--- config.mk ---
export PLATFORM = sky130hd
export DESIGN_NAME = race_state_ctrl
export DESIGN_NICKNAME = d
export VERILOG_FILES = /design/src/rtl/race_pkg.sv /design/src/rtl/race_state_ctrl_fade_scaler.sv /design/src/rtl/race_state_ctrl.sv
export SDC_FILE = /design/constraint.sdc
export NUM_CORES = 1
export LEC_CHECK = 0
export ABC_AREA = 1
export CAP_MARGIN = 20
export CORE_MARGIN = 8
export CORE_UTILIZATION = 30
export CTS_BUF_LIST = sky130_fd_sc_hd__clkbuf_4 sky130_fd_sc_hd__clkbuf_8 sky130_fd_sc_hd__clkbuf_16
export CTS_CLUSTER_DIAMETER = 120
export CTS_CLUSTER_SIZE = 30
export DETAILED_ROUTE_END_ITERATION = 8
export PLACE_DENSITY_LB_ADDON = 0.05
export SLEW_MARGIN = 10
export SYNTH_ARGS = -nofsm -noshare
export SYNTH_HDL_FRONTEND = slang
export SYNTH_HIERARCHICAL = 1
export SYNTH_SLANG_ARGS = --single-unit
--- constraint.sdc ---
create_clock -name frame_clk -period 2.35 [get_ports frame_clk]
set_clock_uncertainty 0.15 [all_clocks]
set_input_delay 0.47 -clock frame_clk [delete_from_list [all_inputs] [get_ports frame_clk]]
set_output_delay 0.47 -clock frame_clk [all_outputs]
set_load 0.01 [all_outputs]
--- src/rtl/race_pkg.sv ---
// Shared types and defaults for the racing game controller.
package race_pkg;

  typedef enum logic [1:0] {
    IDLE = 2'b00,
    RUN  = 2'b01,
    WIN  = 2'b10,
    LOSE = 2'b11
  } race_state_e;

  localparam int unsigned WIN_DIST_DEF  = 65;
  localparam int unsigned LOSE_DIST_DEF = 32'h7FFF;

  function automatic int unsigned scale_max(input int unsigned w);
    return (32'd1 << w) - 32'd1;
  endfunction

endpackage

--- src/rtl/race_state_ctrl_fade_scaler.sv ---
// Frame divider plus saturating fade scale driven by collisions on each fade step.
module fade_scaler
  import race_pkg::*;
#(
  parameter int unsigned FADE_DIV     = 16,
  parameter int unsigned SCALE_W      = 3,
  parameter int unsigned RECOVER_MODE = 0
) (
  input  logic               frame_clk,
  input  logic               Reset,
  input  logic               enable,
  input  logic               clear,
  input  logic               any_coll,
  output logic [SCALE_W-1:0] scale,
  output logic               fade_tick
);

  localparam int unsigned        DIV_W    = (FADE_DIV > 1) ? $clog2(FADE_DIV) : 1;
  localparam logic [DIV_W-1:0]   DIV_LAST = DIV_W'(FADE_DIV - 1);
  localparam logic [SCALE_W-1:0] SMAX     = SCALE_W'(scale_max(SCALE_W));

  logic [DIV_W-1:0] div_cnt;
  logic             tick_now;

  assign tick_now = enable && (div_cnt == DIV_LAST);

  always_ff @(posedge frame_clk or posedge Reset) begin
    if (Reset) begin
      div_cnt   <= '0;
      scale     <= '0;
      fade_tick <= 1'b0;
    end else if (clear) begin
      div_cnt   <= '0;
      scale     <= '0;
      fade_tick <= 1'b0;
    end else begin
      fade_tick <= tick_now;
      if (enable)
        div_cnt <= tick_now ? '0 : div_cnt + 1'b1;
      // collision level only matters on the step cycle itself
      if (tick_now) begin
        if (any_coll) begin
          if (scale != SMAX) scale <= scale + 1'b1;
        end else if (RECOVER_MODE != 0) begin
          if (scale != '0) scale <= scale - 1'b1;
        end else begin
          scale <= '0;
        end
      end
    end
  end

endmodule

--- src/rtl/race_state_ctrl.sv ---
// Game FSM, distance accumulator and edge-qualified start for the racing pipeline.
module race_state_ctrl
  import race_pkg::*;
#(
  parameter int unsigned DIST_W       = 16,
  parameter int unsigned SCALE_W      = 3,
  parameter int unsigned FADE_DIV     = 16,
  parameter int unsigned NUM_COLL     = 4,
  parameter int unsigned WIN_DIST     = WIN_DIST_DEF,
  parameter int unsigned LOSE_DIST    = LOSE_DIST_DEF,
  parameter int unsigned RECOVER_MODE = 0
) (
  input  logic                frame_clk,
  input  logic                Reset,
  input  logic [7:0]          start_key,
  input  logic [NUM_COLL-1:0] collide,
  input  logic [DIST_W-1:0]   tar_distance,
  input  logic [9:0]          ground_speed,
  output logic [DIST_W-1:0]   distance,
  output logic [SCALE_W-1:0]  scale,
  output logic [1:0]          state,
  output logic                game_start,
  output logic                game_win,
  output logic                game_lose,
  output logic                fade_tick
);

  localparam logic [SCALE_W-1:0] SMAX = SCALE_W'(scale_max(SCALE_W));

  race_state_e cur_st, nxt_st;
  logic        prev_nz, start_req, run_en, any_coll, lose_cond, win_cond;

  assign start_req = (start_key != '0) && !prev_nz;
  assign any_coll  = |collide;
  // thresholds compared at 32 bits so narrow DIST_W never truncates them
  assign lose_cond = (32'(tar_distance) >= LOSE_DIST) || (scale == SMAX);
  assign win_cond  = 32'(tar_distance) <= WIN_DIST;
  assign run_en    = (cur_st == RUN) && !start_req;

  always_ff @(posedge frame_clk or posedge Reset) begin
    if (Reset) begin
      cur_st     <= IDLE;
      prev_nz    <= 1'b0;
      game_start <= 1'b0;
    end else begin
      cur_st  <= nxt_st;
      prev_nz <= (start_key != '0);
      if (start_req) game_start <= 1'b1;
    end
  end

  always_comb begin
    nxt_st = cur_st;
    if (start_req)
      nxt_st = RUN;
    else if (cur_st == RUN) begin
      if (lose_cond)     nxt_st = LOSE;
      else if (win_cond) nxt_st = WIN;
    end
  end

  always_comb begin
    state     = cur_st;
    game_win  = (cur_st == WIN);
    game_lose = (cur_st == LOSE);
  end

  always_ff @(posedge frame_clk or posedge Reset) begin
    if (Reset)
      distance <= '0;
    else if (start_req)
      distance <= '0;
    else if (cur_st == RUN)
      distance <= distance + DIST_W'(ground_speed);
  end

  fade_scaler #(
    .FADE_DIV    (FADE_DIV),
    .SCALE_W     (SCALE_W),
    .RECOVER_MODE(RECOVER_MODE)
  ) u_fade (
    .frame_clk(frame_clk),
    .Reset    (Reset),
    .enable   (run_en),
    .clear    (start_req),
    .any_coll (any_coll),
    .scale    (scale),
    .fade_tick(fade_tick)
  );

endmodule
==> results.cfg <==
[run_status]
status = finished, final reports clean

[die]
ios = 65
die-area_um2 = 9880
die_x_um = 99.4
start_util = 0.309
rows = 30
core_area_um2 = 6760
fp.dieH_um = 99.4

[setup_path]
critical_path.startpoint = ground_speed[0]
cp_top_family = simple AND/OR/NAND/NOR gates
startpoint_type = input pin
arrival_ns = 2.24
r2r_start = distance[0]$_DFFE_PP0P_
rrSetupSlack_ns = 0.44
reg2reg_depth = 12
cp_max_fo = 4
end_kind = register
r2r-end = distance[12]$_DFFE_PP0P_
critPathMaxStageDelay_ns = 0.46
crit_slowest_cell = clkdlybuf4s50_1
path_class = input pin to register
cp_cell_sequence = clkdlybuf4s50_1 > ha_1 > inv_1 > fa_1 > inv_1 > nand3_1 > nand3_1 > nand2_1 > nand3_1 > nand2_1 > nand2_1 > nand2_1 > nor2_1
critPathMostFrequentCell = nand2_1
crit_required_ns = 2.42
worst-path-buf-inv = 3

[placement]
post-place-ws_ns = -0.115
dpl_cell_area_um2 = 2860
io_buffers = 64
place_hpwl_mm = 4.51
gp_congestion = 0.803

[clocking]
ctsRootBufferMaster = clkbuf_8
cts_buffer_depth = 2
cts_tree = done
ctsResizeCount = 0
clkLatencyLatePin_ns = 0.28
clk_pin_slew_ns = 0.11
numCtsBuffers = 3
cts.sinks = 28
cts_setup_buffers = 0
hold_buffers = 0
htree_levels = 1

[synth]
postSynthNetCount = 355
synth.most_common_cell = nand2_1
synth_top_area_frac = 0.336
syn_area_per_cell_um2 = 6.93
ys_seq_area_frac = 0.336
synth_area_leaders = dfrtp_1 34%, nand2_1 17%, nor2_1 8.1%
ys.flop_type = dfrtp_1
synth_cell_type_count = 30
synth_edf_count = 0
async_flop_share = 1.00
netlist_top_cells_count = 95 x nand2_1, 45 x nor2_1, 36 x inv_1
syn_inst = 301
synth_top_area_cell = dfrtp_1
yosysWarnings = 6
netlist_area_um2 = 2090
ys_ff_latch = 28

[detailed_routing]
drt_iter0_markers = 73
wirelength_mm = 5.56
vias = 2022
drtPass1Iterations = 4
ant_nets = 0
avgViaCountPerCell = 4.45
wl_per_cell_um = 12.2
post-route-drc-count = 0

[timing]
fmax_mhz = 463
fin_setup_tns_ns = 0
relSlewSlack = 0.776
finalHoldViolCount = 0
slew_viol_final = 0
tightest_slew_ns = 0.335
setup_violations = 0
worst_slack_ns = 0.188
finalCriticalPeriod_ns = 2.16
rsz0062_at_grt = no
post-route-period-util = 0.920

[pwr]
peakVddDrop_mv = 0.476
power.density_nw_per_um2 = 1070
total_leakage_power_nw = 1.44

[global_route]
grt_pass1_vias = 1972
antenna_found_initial = 0
grt_max_degree = 21
grtUsageTotal = 0.114
grt-ovfl-total = 0
grt_pass1_wl_mm = 9.19

[flow_run]
maxCapViolations = 0

[cells_and_area]
fin_area_um2 = 2920
fillCellCount = 720
drive_gt1_frac = 0.0695
fin_nets = 429
syn_to_final_growth_pct = 40.0
antenna_cells = 0

[worst_hold_path]
holdCritPathClass = input pin to asynchronous set/reset pin
-- cells by family (layout without fill, tap and decap cells) --
family	after synthesis	count (layout)	synth area share
buffers and inverters	41	114	0.0762
AO/OA/AOI/OAI	26	26	0.0732
adder cells (fa/ha/maj)	14	14	0.0876
flip-flops	28	28	0.336
AND/OR/NAND/NOR	187	187	0.406
XOR/XNOR	5	5	0.0210
-- per-stage QoR --
stage / utilization / power, mW / cells / hold WS, ns
2_1_floorplan: - / 2.06 / 301 / 0.136
3_3_place_gp: 0.424 / 2.83 / 450 / 0.304
3_5_place_dp: 0.424 / 2.83 / 450 / 0.311
4_1_cts: 0.432 / 3.17 / 454 / 0.322
5_1_grt: 0.432 / 3.45 / 454 / 0.340
6_report: 0.432 / 3.12 / 454 / 0.309
-- power by group --
part           leakage (nW)  switching, mW  total, mW  internal [mW]
clock network        0.0288          0.170      0.320          0.151
registers             0.342          0.214      0.888          0.674
logic                  1.07           1.02       1.91          0.892
-- routing by layer --
| metal | global-route usage | routed length, um |
|---|---|---|
| met2 | 0.173 | 2330 |
| met3 | 0.0335 | 406 |
| met1 | 0.151 | 2770 |
| met4 | 0.0349 | 54 |
| met5 | 0 | 0 |
-- worst max path at each step --
stage	cells after the start	slack [ns]	endpoint
after detailed placement	13	-0.12	distance[12]$_DFFE_PP0P_
after global routing	13	0.01	distance[12]$_DFFE_PP0P_
after CTS	13	0.18	distance[12]$_DFFE_PP0P_
after floorplan	11	0.49	distance[12]$_DFFE_PP0P_
final	13	0.19	distance[12]$_DFFE_PP0P_
after global placement	12	-0.10	distance[12]$_DFFE_PP0P_
-- sequential cells by signal, indices dropped and copies added, names as in the netlist --
name              cells
distance             16
u_fade/div_cnt        4
u_fade/scale          3
state                 2
game_start            1
prev_nz               1
u_fade/fade_tick      1
-- placed cells by master, fill, tap and decap left out, drive strengths merged --
cell type,Yosys,layout
nand3,26,26
o21ai,13,13
ha,13,13
o22ai,1,1
xnor2,4,4
o21bai,1,1
clkbuf,0,4
nand3b,1,1
fa,1,1
nand4,4,4
nor2,51,51
inv,41,41
or2,2,2
or4,1,1
and2,2,2
a21oi,9,9
nand2,98,98
nor3,2,2
clkdlybuf4s50,0,64
dfrtp,28,28
xor2,1,1
a31o,1,1
a22o,1,1
buf,0,5
-- final cells by class --
class / count / area (um^2) / area share
tap: 80 / 100 / 0.0343
clock buffer: 4 / 55.1 / 0.0189
timing repair buffer: 69 / 678 / 0.232
inverter: 41 / 159 / 0.0544
sequential: 28 / 701 / 0.240
multi-input combinational: 232 / 1230 / 0.420
(Power assumes the default switching activity.)
